<file path="config.mk">
export PLATFORM = sky130hd
export DESIGN_NAME = conv_relu_pool
export DESIGN_NICKNAME = d
export VERILOG_FILES = /design/src/rtl/conv_relu_pool.sv
export SDC_FILE = /design/constraint.sdc
export NUM_CORES = 1
export LEC_CHECK = 0
export BUFFER_PORTS_ARGS = -buffer_cell sky130_fd_sc_hd__buf_2
export CORE_UTILIZATION = 30
export DETAILED_ROUTE_END_ITERATION = 6
export PLACE_DENSITY_LB_ADDON = 0.2
export SLEW_MARGIN = 20
export SYNTH_ARGS = -nofsm -noshare
export SYNTH_HDL_FRONTEND = slang
export SYNTH_SLANG_ARGS = --single-unit
</file>
<file path="constraint.sdc">
create_clock -name clk -period 5.6 [get_ports clk]
set_input_delay 0.56 -clock clk [delete_from_list [all_inputs] [get_ports clk]]
set_output_delay 0.56 -clock clk [all_outputs]
set_load 0.005 [all_outputs]
</file>
<file path="src/rtl/conv_relu_pool.sv">
// conv_relu_pool: post-processing stage after the 7x7 convolution core.
// Takes a raster-order signed accumulator stream and applies ReLU. It then
// requantises to OUT_W-bit unsigned with rounding and saturation, and finally
// does 2x2 stride-2 max pooling. Framing strobes are regenerated for the
// pooled frame.
//
// Ports:
//   clk, rst                        clock, synchronous active-high reset
//   in_valid, in_data               accumulator stream (signed ACC_W)
//   in_frame_start, in_frame_end    framing, qualified by in_valid
//   out_valid, out_data             pooled pixel, one-cycle pulse
//   frame_start_out, line_start_out, frame_end_out
//                                   pooled framing, coincident with out_valid
//   frame_err                       (CONV_RELU_POOL_ERR_EN only) sticky
//                                   framing-error flag
//
// Optional feature macro: CONV_RELU_POOL_ERR_EN adds the frame_err port.
// Latency: pixel accepted at cycle t -> pooled output at cycle t+2.
module conv_relu_pool #(
  parameter int ACC_W   = 20,
  parameter int OUT_W   = 8,
  parameter int SHIFT   = 6,
  parameter int IN_COLS = 26,
  parameter int IN_ROWS = 26
) (
  input  logic                    clk,
  input  logic                    rst,
  input  logic                    in_valid,
  input  logic signed [ACC_W-1:0] in_data,
  input  logic                    in_frame_start,
  input  logic                    in_frame_end,
  output logic                    out_valid,
  output logic [OUT_W-1:0]        out_data,
  output logic                    frame_start_out,
  output logic                    line_start_out,
  output logic                    frame_end_out
`ifdef CONV_RELU_POOL_ERR_EN
  ,
  output logic                    frame_err
`endif
);

  localparam int CW = $clog2(IN_COLS);
  localparam int RW = $clog2(IN_ROWS);
  localparam int BD = IN_COLS / 2;

  localparam logic [CW-1:0] COL_LAST  = CW'(IN_COLS - 1);
  localparam logic [RW-1:0] ROW_LAST  = RW'(IN_ROWS - 1);
  localparam logic [CW-2:0] PCOL_LAST = (CW-1)'(IN_COLS / 2 - 1);
  localparam logic [RW-2:0] PROW_LAST = (RW-1)'(IN_ROWS / 2 - 1);
  localparam logic [ACC_W:0] RND      = (ACC_W+1)'(1) << (SHIFT - 1);
  localparam logic [ACC_W:0] MAXV     = (ACC_W+1)'((1 << OUT_W) - 1);

  typedef enum logic {IDLE, ACTIVE} state_t;

  state_t            state_q, state_d;
  logic [CW-1:0]     col_cnt_q, col_cnt_d;
  logic [RW-1:0]     row_cnt_q, row_cnt_d;

  logic              accept, last_pix, early_end;
  logic [CW-1:0]     pix_col;
  logic [RW-1:0]     pix_row;

  // stage 1: quantised pixel with position tags
  logic              s1_vld_q, s1_vld_d;
  logic [OUT_W-1:0]  s1_q_q, s1_q_d;
  logic [CW-1:0]     s1_col_q, s1_col_d;
  logic [RW-1:0]     s1_row_q, s1_row_d;
  logic [ACC_W:0]    rnd_sum, q_wide;

  // stage 2: horizontal pair max, row buffer, output registers
  logic [OUT_W-1:0]  h_hold_q, h_hold_d;
  logic [OUT_W-1:0]  rowbuf_q [BD];
  logic [OUT_W-1:0]  h, rb_rd;
  logic              rb_we;
  logic [CW-2:0]     pcol;
  logic [RW-2:0]     prow;

  logic              out_valid_q, out_valid_d;
  logic [OUT_W-1:0]  out_data_q, out_data_d;
  logic              fs_q, fs_d, ls_q, ls_d, fe_q, fe_d;

  // ---------------- input framing FSM ----------------
  always_comb begin
    state_d   = state_q;
    col_cnt_d = col_cnt_q;
    row_cnt_d = row_cnt_q;
    accept    = 1'b0;
    pix_col   = col_cnt_q;
    pix_row   = row_cnt_q;
    // in_frame_start always wins: it both starts from IDLE and restarts
    // a frame in progress, and the pixel is placed at (0,0).
    if (in_valid) begin
      if (in_frame_start) begin
        accept  = 1'b1;
        pix_col = '0;
        pix_row = '0;
      end else if (state_q == ACTIVE) begin
        accept = 1'b1;
      end
    end
    last_pix  = (pix_row == ROW_LAST) && (pix_col == COL_LAST);
    early_end = accept && in_frame_end && !last_pix;
    if (accept) begin
      if (last_pix || in_frame_end) begin
        state_d   = IDLE;
        col_cnt_d = '0;
        row_cnt_d = '0;
      end else begin
        state_d = ACTIVE;
        if (pix_col == COL_LAST) begin
          col_cnt_d = '0;
          row_cnt_d = pix_row + 1'b1;
        end else begin
          col_cnt_d = pix_col + 1'b1;
          row_cnt_d = pix_row;
        end
      end
    end
  end

  // ---------------- stage 1: ReLU + round + saturate ----------------
  always_comb begin
    // one extra bit keeps the rounding add from overflowing
    rnd_sum  = {1'b0, in_data} + RND;
    q_wide   = rnd_sum >> SHIFT;
    s1_vld_d = accept;
    s1_col_d = pix_col;
    s1_row_d = pix_row;
    if (in_data[ACC_W-1])    s1_q_d = '0;
    else if (q_wide > MAXV)  s1_q_d = '1;
    else                     s1_q_d = q_wide[OUT_W-1:0];
  end

  // ---------------- stage 2: 2x2 max pool ----------------
  assign pcol  = s1_col_q[CW-1:1];
  assign prow  = s1_row_q[RW-1:1];
  assign h     = (s1_q_q > h_hold_q) ? s1_q_q : h_hold_q;
  assign rb_rd = rowbuf_q[pcol];

  always_comb begin
    h_hold_d    = h_hold_q;
    rb_we       = 1'b0;
    out_valid_d = 1'b0;
    out_data_d  = '0;
    fs_d        = 1'b0;
    ls_d        = 1'b0;
    fe_d        = 1'b0;
    if (s1_vld_q) begin
      if (!s1_col_q[0]) begin
        h_hold_d = s1_q_q;
      end else if (!s1_row_q[0]) begin
        // top half of the window: park the pair max for the next row
        rb_we = 1'b1;
      end else begin
        // Only odd rows and odd columns reach here, so a trailing odd
        // row or column never emits.
        out_valid_d = 1'b1;
        out_data_d  = (rb_rd > h) ? rb_rd : h;
        ls_d        = (pcol == '0);
        fs_d        = (pcol == '0) && (prow == '0);
        fe_d        = (pcol == PCOL_LAST) && (prow == PROW_LAST);
      end
    end
  end

  always_ff @(posedge clk) begin
    if (rst) begin
      state_q     <= IDLE;
      col_cnt_q   <= '0;
      row_cnt_q   <= '0;
      s1_vld_q    <= 1'b0;
      s1_q_q      <= '0;
      s1_col_q    <= '0;
      s1_row_q    <= '0;
      h_hold_q    <= '0;
      out_valid_q <= 1'b0;
      out_data_q  <= '0;
      fs_q        <= 1'b0;
      ls_q        <= 1'b0;
      fe_q        <= 1'b0;
    end else begin
      state_q     <= state_d;
      col_cnt_q   <= col_cnt_d;
      row_cnt_q   <= row_cnt_d;
      s1_vld_q    <= s1_vld_d;
      s1_q_q      <= s1_q_d;
      s1_col_q    <= s1_col_d;
      s1_row_q    <= s1_row_d;
      h_hold_q    <= h_hold_d;
      out_valid_q <= out_valid_d;
      out_data_q  <= out_data_d;
      fs_q        <= fs_d;
      ls_q        <= ls_d;
      fe_q        <= fe_d;
    end
  end

  // Row buffer is not reset: each entry is written on an even row before
  // the following odd row reads it.
  always_ff @(posedge clk) begin
    if (rb_we) rowbuf_q[pcol] <= h;
  end

  assign out_valid       = out_valid_q;
  assign out_data        = out_data_q;
  assign frame_start_out = fs_q;
  assign line_start_out  = ls_q;
  assign frame_end_out   = fe_q;

`ifdef CONV_RELU_POOL_ERR_EN
  logic err_q, err_d;

  always_comb begin
    err_d = err_q
          | (in_valid && in_frame_start && (state_q == ACTIVE))
          | early_end
          | (in_valid && !in_frame_start && (state_q == IDLE));
  end

  always_ff @(posedge clk) begin
    if (rst) err_q <= 1'b0;
    else     err_q <= err_d;
  end

  assign frame_err = err_q;
`endif

endmodule

</file>
Word level (Yosys, flattened, before mapping). Memory sizes are Yosys's and may differ from the RTL's. A register that Yosys moved wholly into a read port is not among the register bits. Index checks and enable logic that the tools add are counted.

Add/subtract/negate cells: 3. Equality and inequality tests: 4. Reductions and logical operators: 10. Mux-type cells: 22. $lt $le $gt $ge: 3. Bitwise logic cells: 3.

Operator list (number): 2-to-1 mux 5 bit (8); 2-to-1 mux 8 bit (3); adder 20 x 6 -> 21 bit (second input constant) (1); greater-than comparator 8 bit (2); greater-than comparator 15 x 8 -> 1 bit (second input constant) (1); adder 5 x 1 -> 5 bit (second input constant) (2); == test 5 bit (second input constant) (2); 2-to-1 mux 1 bit (10); == test 4 bit (second input constant) (2); zero test 4 bit (2); 2-to-1 mux 4 bit (1); OR reduction 4 bit (1); logical AND 1 bit (3); NOT 1 bit (3); OR reduction 3 bit (1); AND reduction 2 bit (1); OR reduction 2 bit (1); logical OR 1 bit (1).

Input bits: 25. Flip-flop bits (word level): 50. Logic and storage cells: 59. Output and inout port bits: 12. Memories kept: 1. Bits in writable memories: 104.

Memories: rowbuf_q (depth 13, width 8, read ports 1, clocked after memory_dff 1, write ports 1, line 73) `logic [OUT_W-1:0] rowbuf_q [BD];`.

Logic depth before layout (Yosys ltp). Gate-level depths: netlist of the first run.

Depth after elaboration: 6. Mapped depth: 16. Depth with buffers taken out: 15.

Worst setup path before layout of the first run. No wires, ideal clock.

Path kind: register -> register. From: register h_hold_q[3]. To: register out_data_q[1], in the netlist out_data[1]. Stages on the path, launching flop included: 15. Path slack: 2.345 ns. Path buffers: 1. Data arrival time: 3.125 ns. Library setup time: 0.130 ns. Cell sequence: dfxtp_1 -> inv_1 -> ha_1 -> nand2_1 -> o21a_1 -> buf_2 -> o31a_1 -> a222oi_1 -> ha_1 -> nor2b_1 -> o211ai_1 -> a21oi_1 -> o32ai_1 -> nor2_1 -> o2bb2ai_1.

Longest elaborated chain between the ends: 4.

Ends and longest elaborated chain: start, declared (line 72) `logic [OUT_W-1:0] h_hold_q, h_hold_d;`; start signal, assigned (line 190) `h_hold_q <= h_hold_d;`; greater-than comparator 8 bit (line 138) `assign h = (s1_q_q > h_hold_q) ? s1_q_q : h_hold_q;`; 2-to-1 mux 8 bit (*) (line 138); greater-than comparator 8 bit (line 159) `out_data_d = (rb_rd > h) ? rb_rd : h;`; 2-to-1 mux 8 bit (*) (line 159); end signal, assigned (line 192) `out_data_q <= out_data_d;`; end, declared (line 80) `logic [OUT_W-1:0] out_data_q, out_data_d;`.

Mark *: on every way between the ends. The rest lies on a longest branch, timed or not. A chain may end at the register's enable or synchronous reset.

Worst setup path in the final report of the first run.
From: register h_hold_q[7]. To: register out_data_q[5], in the netlist out_data[5].

Same word-level chain as after synthesis.

==> qor.json, run 1 <==
{
  "floorplan": {
    "chipHeight_um": 151,
    "die-area_um2": 22700,
    "chipWidth_um": 151,
    "number_of_ports_placed_on_the_die_boundary": 37,
    "row_count": 54,
    "core_region_area_um2": 21800,
    "start_util": 0.305
  },
  "detailed_routing": {
    "avgViaCountPerCell": 4.98,
    "num_vias": 4028,
    "antenna_left": 0,
    "remaining_drc_errors": 0,
    "wl_mm": 14.2,
    "post_route_m1_wl_mm": 6.38,
    "met3_wirelength_um": 658,
    "drt-pass1-iter-count": 4,
    "routed_wire_length_per_instance_um": 17.5,
    "met2WireLength_mm": 6.92,
    "top_layer_used": "met4",
    "drt_first_iter_violations": 331
  },
  "pwr": {
    "power.static_leakage_nw": 2.70,
    "powerDensity_nw_per_um2": 325,
    "max-vdd-ir-drop_uv": 207
  },
  "final_layout": {
    "finalNonFillerCells": 809,
    "reg_area_um2": 4120,
    "nFillCells": 2115,
    "utilization": 0.352,
    "finish.net_count": 562,
    "area_growth_syn_to_layout_pct": 15.7,
    "layout_commonest_cell": "edfxtp_1",
    "antenna_cells_inserted": 0,
    "multi_input_comb_area_um2": 2310,
    "drive_above_1_share": 0.157,
    "fin_area_um2": 7660,
    "most-common-layout-cells": "104 x edfxtp_1, 50 x dfxtp_1, 46 x nor2_1"
  },
  "worst_hold_path": {
    "hold_path_class": "register to register",
    "worstHoldStart": "s1_row_q[3]$_SDFF_PP0_",
    "hold_path_depth": 1
  },
  "sta": {
    "fin_tns_setup_ps": 0,
    "relSlewSlack": 0.335,
    "clock.fmax_mhz": 244,
    "timing.final.setup_violations": 0,
    "tightestPinTransition_ps": 994,
    "timing.final.ws_setup_ps": 1500,
    "final_clock_period_utilization_by_the_worst_path": 0.732,
    "timing.final.max_slew_violations": 0,
    "hold_viol": 0,
    "worst_clock_skew_ps": 15.1,
    "rsz0062_at_grt": "no",
    "period_needed_ps": 4100
  },
  "place": {
    "place.gp.congestion": 0.765,
    "dpl_cell_area_um2": 7060,
    "post-place-ws_ps": 1380,
    "placement.io_buffers": 31,
    "place_inst": 777,
    "dp_hpwl_mm": 9.66
  },
  "flow_run": {
    "number_of_max_capacitance_violations_reported": 0
  },
  "clock_tree": {
    "clock_sinks": 154,
    "cts_hold_repair.buffers": 0,
    "cts_buffers": 17,
    "post_cts_clock_slew_at_the_launch_and_capture_registers_of_the_worst_setup_and_hold_paths_ps": 70,
    "cts_resized": 0,
    "cts-root-buf": "clkbuf_16",
    "clk-insertion-delay-late_ps": 430,
    "cts_max_path_buffers": 2,
    "clock_tree.htree_level_count": 4,
    "post-cts-setup-buffer-count": 0,
    "tritoncts_clock_tree": "yes"
  },
  "global_route": {
    "global_route.overflow_total": 0,
    "gr-usage-all-layers": 0.133,
    "grt_pass1_vias": 4018,
    "number_of_antenna_violations_at_the_first_check_in_global_routing": 0,
    "grt_first_pass_wirelength_mm": 22.0,
    "largest_net_degree_at_the_start_of_global_routing": 30
  },
  "yosys": {
    "synth_flop_cell": "edfxtp_1",
    "number_of_unique_standard_cell_types_used_by_synthesis": 50,
    "yosys.area_share.xor_xnor": 0.00925,
    "post-synth-top-area-fraction": 0.471,
    "synth-edff-count": 104,
    "combinational_family_with_the_most_area_after_synthesis": "multiplexers",
    "yosysTopAreaCell": "edfxtp_1",
    "syn_area_um2": 6630,
    "netlist_instances": 484,
    "post_synth_main_area_contributors": "edfxtp_1 47%, dfxtp_1 15%, mux4_1 7.5%, ha_1 4.0%, mux4_2 3.7%",
    "synth_fp_nets": 530,
    "synthSimpleGateAreaFrac": 0.0959,
    "synth_compound_gate_area_share": 0.0863,
    "synthMuxAreaShare": 0.117,
    "yosys_register_bits": 154,
    "sequential_fraction_of_the_synthesis_area": 0.622,
    "total_of_warnings_raised_by_yosys": 0,
    "adder_cell_share_of_the_synthesized_area": 0.0396,
    "syn_avg_cell_area_um2": 13.7,
    "ys_async_sr_fraction": 0
  },
  "setup_path": {
    "critical_path.startpoint_type": "register",
    "critical_path_class": "register to register",
    "worstRegToRegCells": 13,
    "cp-end-kind": "register",
    "required_time_of_the_worst_setup_path_ps": 5950,
    "crit_fanout": 9,
    "crit-reg2reg-launch": "h_hold_q[7]$_SDFFE_PP0P_",
    "timing.critical_path.arrival_ps": 4440,
    "startpoint": "h_hold_q[7]$_SDFFE_PP0P_"
  },
  "run_status": {
    "status": "completed"
  }
}
-- cell type report --
| class | count | area share |
|---|---|---|
| Sequential cell | 154 | 0.538 |
| Multi-Input combinational cell | 285 | 0.302 |
| Clock inverter | 15 | 0.0232 |
| Timing Repair Buffer | 33 | 0.0238 |
| Tap cell | 280 | 0.0457 |
| Clock buffer | 17 | 0.0555 |
| Inverter | 25 | 0.0122 |
-- worst paths after layout --
kind	end	slack (ps)
setup / recovery	out_data[5]$_SDFF_PP0_	1500
hold / removal	frame_start_out$_SDFF_PP0_	420
setup reg to reg	out_data[5]$_SDFF_PP0_	1500
hold reg to reg	frame_start_out$_SDFF_PP0_	420
-- per-stage QoR --
| stage | total power [W] | hold slack, ps |
|---|---|---|
| 6_report | 0.00249 | 421 |
| 5_1_grt | 0.00258 | 424 |
| 4_1_cts | 0.00252 | 410 |
| 3_5_place_dp | 0.00139 | 413 |
| 3_3_place_gp | 0.00138 | 416 |
| 2_1_floorplan | 0.00134 | 398 |
-- kinds of logic after synthesis --
family                     count (synthesis)
xor gates and xnor gates                   7
DFF                                      154
and+or+nand+nor                          135
muxes                                     33
AOI/OAI and AO/OA                         89
adders and majority gates                 21
buffers and inverters                     45
-- flip-flops by register name, summed over array words and instances, names as in the netlist --
signal / count
s1_col_q: 5
s1_row_q: 5
state_q: 1
row_cnt_q: 5
out_valid: 1
h_hold_q: 8
s1_vld_q: 1
out_data: 8
col_cnt_q: 5
line_start_out: 1
frame_start_out: 1
s1_q_q: 8
frame_end_out: 1
rowbuf_q: 104
-- Yosys cell counts, types with 2 or more instances --
master / count
edfxtp_1: 104
dfxtp_1: 50
nor2_1: 46
a21oi_1: 37
nand2_1: 34
inv_1: 25
ha_1: 21
mux4_1: 19
nand3_1: 13
o21ai_0: 12
mux4_2: 11
clkbuf_1: 10
o22ai_1: 9
a222oi_1: 8
and2_1: 7
nand4_1: 6
o2bb2ai_1: 6
xor2_1: 6
buf_2: 5
nand2b_1: 5
nor3_1: 4
a41oi_1: 3
and3_1: 3
mux2i_1: 3
nor2b_1: 3
nor4_1: 3
or2_2: 3
a211oi_1: 2
a31oi_1: 2
buf_6: 2
nand3b_1: 2
o21a_1: 2
-- metal layers --
metal  global-route usage  vias up
met1                0.167     1988
met4               0.0505        0
li1                     -     1935
met2                0.219       89
met3               0.0336       16
met5                    0        -
-- report_power, final --
| part | switching, W | total, W | internal [W] | leakage [nW] |
|---|---|---|---|---|
| combinational | 0.0000864 | 0.000122 | 0.0000361 | 1.05 |
| sequential | 0.00000593 | 0.00124 | 0.00123 | 1.36 |
| clock | 0.000527 | 0.00113 | 0.000602 | 0.290 |
-- worst max-delay path, cell delays in order (launching register included) --
cell and delay (ps):
dfxtp_1 340, inv_1 70, ha_1 290, nand2_1 90, nor2_2 380, a21oi_1 350, a222oi_1 630, ha_1 330
nor2b_1 130, o211ai_1 180, a21oi_1 100, o32ai_1 590, nand2_1 290, o2bb2ai_1 250
Note: power is estimated with default switching activity, not from simulation.
==> inputs of run 2 (changes only) <==
==> constraint.sdc (replaced) <==
create_clock -name clk -period 3.6 [get_ports clk]
set_input_delay 0.36 -clock clk [delete_from_list [all_inputs] [get_ports clk]]
set_output_delay 0.36 -clock clk [all_outputs]
set_load 0.005 [all_outputs]
==> run 2 against run 1 <==
Setup slack got worse by 1300 ps. Combinational power rose by 100%. Die area stayed put. Largest power group unchanged. Highest routed layer unchanged. Cell count rose by 2.8%.
==> qor.json, run 2 (synthesis gave the netlist of run 1 again) <==
{
  "run_status": {
    "status": "completed"
  },
  "place": {
    "dpl_cell_area": {"value": 7200, "unit": "um2", "change": "+2.0%"},
    "place.gp.congestion": {"value": 0.763, "change": "-0.25%"},
    "place_inst": {"value": 796, "change": "+2.4%"},
    "placement.io_buffers": {"value": 31, "change": "unchanged"},
    "dp_hpwl": {"value": 9.90, "unit": "mm", "change": "+2.5%"}
  },
  "final_layout": {
    "antenna_cells_inserted": {"value": 0, "change": "unchanged"},
    "finalNonFillerCells": {"value": 832, "change": "+2.8%"},
    "nFillCells": {"value": 2101, "change": "-0.66%"},
    "finish.net_count": {"value": 585, "change": "+4.1%"},
    "area_growth_syn_to_layout_pct": 19.4,
    "layout_commonest_cell": "edfxtp_1",
    "largest-register": "rowbuf_q",
    "most-common-layout-cells": "104 x edfxtp_1, 45 x nor2_1, 43 x dfxtp_1",
    "fin_area": {"value": 7910, "unit": "um2", "change": "+3.2%"},
    "drive_above_1_share": {"value": 0.236, "change": "+0.0786"},
    "largest_register_ff_count": {"value": 104, "change": "unchanged"}
  },
  "sta": {
    "relSlewSlack": {"value": 0.320, "change": "-0.0147"},
    "period_needed": {"value": 3370, "unit": "ps", "change": "-726 ps"},
    "clock.fmax": {"value": 296, "unit": "MHz", "change": "+22%"},
    "final_clock_period_utilization_by_the_worst_path": {"value": 0.937, "change": "+0.205"},
    "tightestPinTransition": {"value": 1020, "unit": "ps", "change": "+22.0 ps"},
    "timing.final.setup_violations": {"value": 0, "change": "unchanged"},
    "fin_tns_setup": {"value": 0, "unit": "ps", "change": "unchanged"},
    "timing.final.max_slew_violations": {"value": 0, "change": "unchanged"},
    "hold_viol": {"value": 0, "change": "unchanged"},
    "worst_clock_skew": {"value": 8.90, "unit": "ps", "change": "-6.20 ps"}
  },
  "pwr": {
    "max-vdd-ir-drop": {"value": 342, "unit": "uV", "change": "+65%"},
    "power.static_leakage": {"value": 2.81, "unit": "nW", "change": "+4.0%"},
    "powerDensity": {"value": 489, "unit": "nW/um2", "change": "+51%"}
  },
  "setup_path": {
    "critical_path.startpoint_type": "register",
    "startpoint": "h_hold_q[1]$_SDFFE_PP0P_",
    "critical_path_class": "register to register",
    "crit-reg2reg-launch": "h_hold_q[1]$_SDFFE_PP0P_",
    "critical-path-top-cell-by-count": "buf_4",
    "timing.critical_path.arrival": {"value": 3730, "unit": "ps", "change": "-710 ps"},
    "crit_fanout": {"value": 5, "change": "-4"},
    "r2r-end": "out_data[7]$_SDFF_PP0_",
    "timing.critical_path.slowest_stage_cell": "a222oi_1",
    "reg2reg_slack": {"value": 230, "unit": "ps", "change": "-1270 ps"},
    "critical_path.max_stage_delay": {"value": 430, "unit": "ps", "change": "-200 ps"},
    "worstRegToRegCells": {"value": 16, "change": "+3"},
    "crit_chain": "inv_2, ha_4, a21oi_1, o21a_2, o31a_1, buf_4, a222oi_1, buf_4, ha_1, a211oi_2, nor2_1, o32ai_1, buf_4, buf_4, o21ai_0, a21oi_1",
    "cp-end-kind": "register",
    "required_time_of_the_worst_setup_path": {"value": 3950, "unit": "ps", "change": "-2000 ps"}
  },
  "detailed_routing": {
    "drt_first_iter_violations": {"value": 297, "change": "-10%"},
    "routed_wire_length_per_instance": {"value": 17.2, "unit": "um", "change": "-2.2%"},
    "num_vias": {"value": 4121, "change": "+2.3%"},
    "antenna_left": {"value": 0, "change": "unchanged"},
    "remaining_drc_errors": {"value": 0, "change": "unchanged"},
    "wl": {"value": 14.3, "unit": "mm", "change": "+0.60%"},
    "drt-pass1-iter-count": {"value": 5, "change": "+1"},
    "avgViaCountPerCell": {"value": 4.95, "change": "-0.52%"}
  },
  "clock_tree": {
    "post_cts_clock_slew_at_the_launch_and_capture_registers_of_the_worst_setup_and_hold_paths": {"value": 60, "unit": "ps", "change": "about the same"},
    "clock_sinks": {"value": 154, "change": "unchanged"},
    "cts-root-buf": "clkbuf_16",
    "cts_buffers": {"value": 17, "change": "unchanged"},
    "clk-insertion-delay-late": {"value": 420, "unit": "ps", "change": "about the same"},
    "clock_tree.htree_level_count": {"value": 4, "change": "unchanged"},
    "tritoncts_clock_tree": "yes",
    "cts_max_path_buffers": {"value": 2, "change": "unchanged"}
  },
  "floorplan": {
    "number_of_ports_placed_on_the_die_boundary": {"value": 37, "change": "unchanged"},
    "chipHeight": {"value": 151, "unit": "um", "change": "unchanged"},
    "die-area": {"value": 22700, "unit": "um2", "change": "unchanged"},
    "core_region_area": {"value": 21800, "unit": "um2", "change": "unchanged"},
    "chipWidth": {"value": 151, "unit": "um", "change": "unchanged"},
    "row_count": {"value": 54, "change": "unchanged"},
    "start_util": {"value": 0.305, "change": "unchanged"}
  },
  "global_route": {
    "global_route.overflow_total": {"value": 0, "change": "unchanged"},
    "grt_pass1_vias": {"value": 4017, "change": "-0.025%"},
    "grt_first_pass_wirelength": {"value": 22.4, "unit": "mm", "change": "+1.8%"},
    "number_of_antenna_violations_at_the_first_check_in_global_routing": {"value": 0, "change": "unchanged"},
    "gr-usage-all-layers": {"value": 0.135, "change": "+0.00280"},
    "largest_net_degree_at_the_start_of_global_routing": {"value": 30, "change": "unchanged"}
  },
  "flow_run": {
    "number_of_max_capacitance_violations_reported": {"value": 0, "change": "unchanged"}
  },
  "worst_hold_path": {
    "hold_path_depth": {"value": 2, "change": "+1"},
    "worstHoldStart": "in_frame_start",
    "hold_path_class": "primary input to register",
    "min_to": "col_cnt_q[4]$_SDFFE_PP0P_"
  }
}
run 2: changes by cell type in the layout (fill, tap and decap cells not counted), sizes merged:
cell / delta
buf: +23
clkinv: -4
bufinv: +1
clkbuf: +1
clkinvlp: +1
inv: +1
run 2: power breakdown:
group	switching [W]	internal, W
clock	0.000729	0.000967
sequential	0.0000109	0.00192
combinational	0.000150	0.0000962
run 2: worst max path at each step:
stage / depth (start not counted) / slack, ps / endpoint
2_1_floorplan: 14 / 340 / out_data[1]$_SDFF_PP0_
3_3_place_gp: 16 / -40 / out_data[6]$_SDFF_PP0_
3_5_place_dp: 16 / 10 / out_data[5]$_SDFF_PP0_
4_1_cts: 16 / 7 / out_data[5]$_SDFF_PP0_
5_1_grt: 17 / -8 / out_data[7]$_SDFF_PP0_
6_report: 16 / 230 / out_data[7]$_SDFF_PP0_
run 2: metrics by stage:
stage          hold slack (ps)  setup WS [ps]  utilization  total power [W]
2_1_floorplan              398            345            -          0.00209
3_3_place_gp               414          -41.9        0.331          0.00218
3_5_place_dp               408           11.1        0.331          0.00219
4_1_cts                    212           7.01        0.357          0.00389
5_1_grt                    240          -8.14        0.364          0.00401
6_report                   234            227        0.364          0.00387
run 2: metal layers:
layer	routed length, um	vias up	global-route usage
li1	-	1984	-
met1	6510	2031	0.175
met2	6960	88	0.223
met3	565	18	0.0288
met4	250	0	0.0495
met5	0	-	0
run 2: area by class of cell:
| class | instances | area [um2] | area share |
|---|---|---|---|
| Tap cell | 280 | 350 | 0.0443 |
| Multi-Input combinational cell | 285 | 2410 | 0.305 |
| Timing Repair Buffer | 56 | 355 | 0.0449 |
| Sequential cell | 154 | 4130 | 0.522 |
| Inverter | 25 | 93.8 | 0.0119 |
| Clock buffer | 18 | 429 | 0.0543 |
| Clock inverter | 14 | 136 | 0.0172 |
run 2: worst max-delay path, delay by kind of cell (launching register included):
family	cells	cell delay (ps)
DFF	1	340
adders and majority gates	2	520
and+or+nand+nor	1	70
buffers and inverters	5	730
AOI/OAI and AO/OA	8	1650
run 2: timing repair:
action / 4_1_cts / 5_1_grt
gates resized for setup: 0 / 26
endpoints found under the setup margin: 1 / 8
setup buffers: 0 / 4
hold buffers: 0 / 0
pin swaps: 2 / 9
gates cloned: 0 / 0
==> inputs of run 3 (changes only) <==
--- a/config.mk
+++ b/config.mk
@@ -6,6 +6,8 @@
 export NUM_CORES = 1
 export LEC_CHECK = 0
 export BUFFER_PORTS_ARGS = -buffer_cell sky130_fd_sc_hd__buf_2
+export CELL_PAD_IN_SITES_DETAIL_PLACEMENT = 1
+export CELL_PAD_IN_SITES_GLOBAL_PLACEMENT = 1
 export CORE_UTILIZATION = 30
 export DETAILED_ROUTE_END_ITERATION = 6
 export PLACE_DENSITY_LB_ADDON = 0.2
==> run 3 against run 2 <==
Critical path type unchanged. Count of clock-buffer cells in the layout unchanged. Global-route usage up 1.4 points. Die area unchanged. Non-clock buffer count is 2 lower. Sequential share of layout area about the same. Largest cell class unchanged. Core utilization is essentially flat. Sequential power hardly changed.
==> qor.json, run 3 (synthesis gave the netlist of run 1 again) <==
{
  "floorplan": {
    "row_count": {"value": 54, "change": "unchanged"},
    "die-area": {"value": 22700, "unit": "um2", "change": "unchanged"},
    "number_of_ports_placed_on_the_die_boundary": {"value": 37, "change": "unchanged"},
    "start_util": {"value": 0.305, "change": "unchanged"},
    "chipWidth": {"value": 151, "unit": "um", "change": "unchanged"},
    "chipHeight": {"value": 151, "unit": "um", "change": "unchanged"},
    "core_region_area": {"value": 21800, "unit": "um2", "change": "unchanged"}
  },
  "setup_path": {
    "required_time_of_the_worst_setup_path": {"value": 3950, "unit": "ps", "change": "about the same"},
    "r2r-end": "out_data[5]$_SDFF_PP0_",
    "crit-reg2reg-launch": "h_hold_q[3]$_SDFFE_PP0P_",
    "reg2reg_slack": {"value": 130, "unit": "ps", "change": "-100 ps"},
    "worstRegToRegCells": {"value": 16, "change": "unchanged"},
    "crit_fanout": {"value": 6, "change": "+1"},
    "critical_path.startpoint_type": "register",
    "cp-end-kind": "register",
    "critical_path_class": "register to register",
    "timing.critical_path.arrival": {"value": 3820, "unit": "ps", "change": "+90 ps"}
  },
  "sta": {
    "worst_clock_skew": {"value": 7.96, "unit": "ps", "change": "-0.937 ps"},
    "timing.final.setup_violations": {"value": 0, "change": "unchanged"},
    "clock.fmax": {"value": 288, "unit": "MHz", "change": "-2.8%"},
    "hold_viol": {"value": 0, "change": "unchanged"},
    "timing.final.ws_setup": {"value": 129, "unit": "ps", "change": "-97.5 ps"},
    "timing.final.max_slew_violations": {"value": 0, "change": "unchanged"},
    "final_clock_period_utilization_by_the_worst_path": {"value": 0.964, "change": "+0.0271"},
    "relSlewSlack": {"value": 0.348, "change": "+0.0279"},
    "period_needed": {"value": 3470, "unit": "ps", "change": "+97.5 ps"},
    "tightestPinTransition": {"value": 974, "unit": "ps", "change": "-41.7 ps"},
    "finalHoldWorstSlack": {"value": 238, "unit": "ps", "change": "+3.59 ps"}
  },
  "detailed_routing": {
    "drt-pass1-iter-count": {"value": 4, "change": "-1"},
    "avgViaCountPerCell": {"value": 5.01, "change": "+1.2%"},
    "remaining_drc_errors": {"value": 0, "change": "unchanged"},
    "num_vias": {"value": 4161, "change": "+0.97%"},
    "antenna_left": {"value": 0, "change": "unchanged"},
    "wl": {"value": 15.7, "unit": "mm", "change": "+10%"},
    "routed_wire_length_per_instance": {"value": 18.9, "unit": "um", "change": "+10%"},
    "drt_first_iter_violations": {"value": 288, "change": "-3.0%"}
  },
  "global_route": {
    "number_of_antenna_violations_at_the_first_check_in_global_routing": {"value": 0, "change": "unchanged"},
    "global_route.overflow_total": {"value": 0, "change": "unchanged"},
    "grt_pass1_vias": {"value": 4450, "change": "+11%"},
    "gr-usage-all-layers": {"value": 0.149, "change": "+0.0135"},
    "largest_net_degree_at_the_start_of_global_routing": {"value": 30, "change": "unchanged"},
    "grt_first_pass_wirelength": {"value": 24.6, "unit": "mm", "change": "+10%"}
  },
  "worst_hold_path": {
    "min_to": "col_cnt_q[4]$_SDFFE_PP0P_",
    "hold_path_depth": {"value": 2, "change": "unchanged"},
    "worstHoldStart": "in_frame_start",
    "hold_path_class": "primary input to register"
  },
  "final_layout": {
    "utilization": {"value": 0.363, "change": "about the same"},
    "antenna_cells_inserted": {"value": 0, "change": "unchanged"},
    "most-common-layout-cells": "104 x edfxtp_1, 45 x nor2_1, 44 x dfxtp_1",
    "drive_above_1_share": {"value": 0.229, "change": "-0.00642"},
    "finish.net_count": {"value": 583, "change": "-0.34%"},
    "area_growth_syn_to_layout": {"value": 19.3, "unit": "%", "change": "about the same"},
    "largest-register": "rowbuf_q",
    "layout_commonest_cell": "edfxtp_1",
    "largest_register_ff_count": {"value": 104, "change": "unchanged"}
  },
  "pwr": {
    "max-vdd-ir-drop": {"value": 324, "unit": "uV", "change": "-5.4%"},
    "powerDensity": {"value": 493, "unit": "nW/um2", "change": "+0.80%"},
    "power.static_leakage": {"value": 2.82, "unit": "nW", "change": "+0.30%"},
    "design_power_total": {"value": 0.00390, "unit": "W", "change": "+0.77%"}
  },
  "clock_tree": {
    "clk-insertion-delay-late": {"value": 420, "unit": "ps", "change": "about the same"},
    "cts_buffers": {"value": 17, "change": "unchanged"},
    "cts_hold_repair.buffers": {"value": 0, "change": "unchanged"},
    "tritoncts_clock_tree": "yes",
    "cts_max_path_buffers": {"value": 2, "change": "unchanged"},
    "cts-root-buf": "clkbuf_16",
    "clock_tree.htree_level_count": {"value": 4, "change": "unchanged"},
    "clock_sinks": {"value": 154, "change": "unchanged"},
    "post_cts_clock_slew_at_the_launch_and_capture_registers_of_the_worst_setup_and_hold_paths": {"value": 60, "unit": "ps", "change": "about the same"}
  },
  "place": {
    "placement.io_buffers": {"value": 31, "change": "unchanged"},
    "dp_hpwl": {"value": 10.7, "unit": "mm", "change": "+7.8%"},
    "place.gp.congestion": {"value": 0.769, "change": "+0.77%"},
    "post-place-ws": {"value": -68.9, "unit": "ps", "change": "-80.0 ps"}
  },
  "run_status": {
    "status": "completed"
  },
  "flow_run": {
    "number_of_max_capacitance_violations_reported": {"value": 0, "change": "unchanged"}
  }
}
## run 3: cell count changes in the layout (fill, tap and decap cells not counted), sizes merged
cell,delta
buf,-2
## run 3: power breakdown
group	internal (W)	switching (W)	leakage [nW]
clock	0.000968	0.000755	0.274
sequential	0.00192	0.0000106	1.36
combinational	0.0000923	0.000158	1.18
## run 3: area by class of cell
type	count	area, um2
multi-input combinational	285	2410
tap	280	350
inverter	25	93.8
sequential	154	4130
clock inverter	14	136
fill	2291	13800
clock buffer	18	429
timing repair buffer	54	353
## run 3: worst max-delay path: stages, from the launching register on
cell	delay, ps
dfxtp_2	330
inv_2	50
ha_4	270
nand2_1	90
o21a_4	260
o31a_1	320
buf_4	170
a222oi_1	460
inv_1	140
ha_1	230
nor2b_1	110
o211ai_1	90
a21oi_1	180
o32ai_2	100
buf_4	160
nor2_2	290
o2bb2ai_1	150
## run 3: metal layers
layer | up-vias | part of all wire | GRT usage | wire length [um]
met4 | 0 | 0.014 | 0.0575 | 226
met5 | - | 0 | 0 | 0
met1 | 2117 | 0.47 | 0.188 | 7350
met2 | 49 | 0.50 | 0.246 | 7800
li1 | 1983 | - | - | -
met3 | 12 | 0.021 | 0.0358 | 333
## run 3: worst max path at each step
stage                             startpoint                endpoint  slack [ps]  depth (start not counted)
global route        h_hold_q[2]$_SDFFE_PP0P_  out_data[5]$_SDFF_PP0_         -30                         16
detailed placement  h_hold_q[5]$_SDFFE_PP0P_  out_data[5]$_SDFF_PP0_         -70                         15
global placement    h_hold_q[5]$_SDFFE_PP0P_  out_data[2]$_SDFF_PP0_          -2                         15
finish              h_hold_q[3]$_SDFFE_PP0P_  out_data[5]$_SDFF_PP0_         130                         16
CTS                 h_hold_q[3]$_SDFFE_PP0P_  out_data[5]$_SDFF_PP0_          30                         15
floorplan           h_hold_q[3]$_SDFFE_PP0P_  out_data[1]$_SDFF_PP0_         340                         14
## run 3: through the flow
step	area (um2)	TNS [ps]	cells
after floorplan	6630	0	484
after global placement	7190	-4.97	793
after detailed placement	7190	-389	793
after CTS	7780	0	827
after global routing	7910	-145	830
final	7910	0	830
## run 3: repair_timing
action,CTS,global route
gates resized for setup,2,23
setup buffers,2,3
pin swaps,2,3
endpoints found under the setup margin,6,8
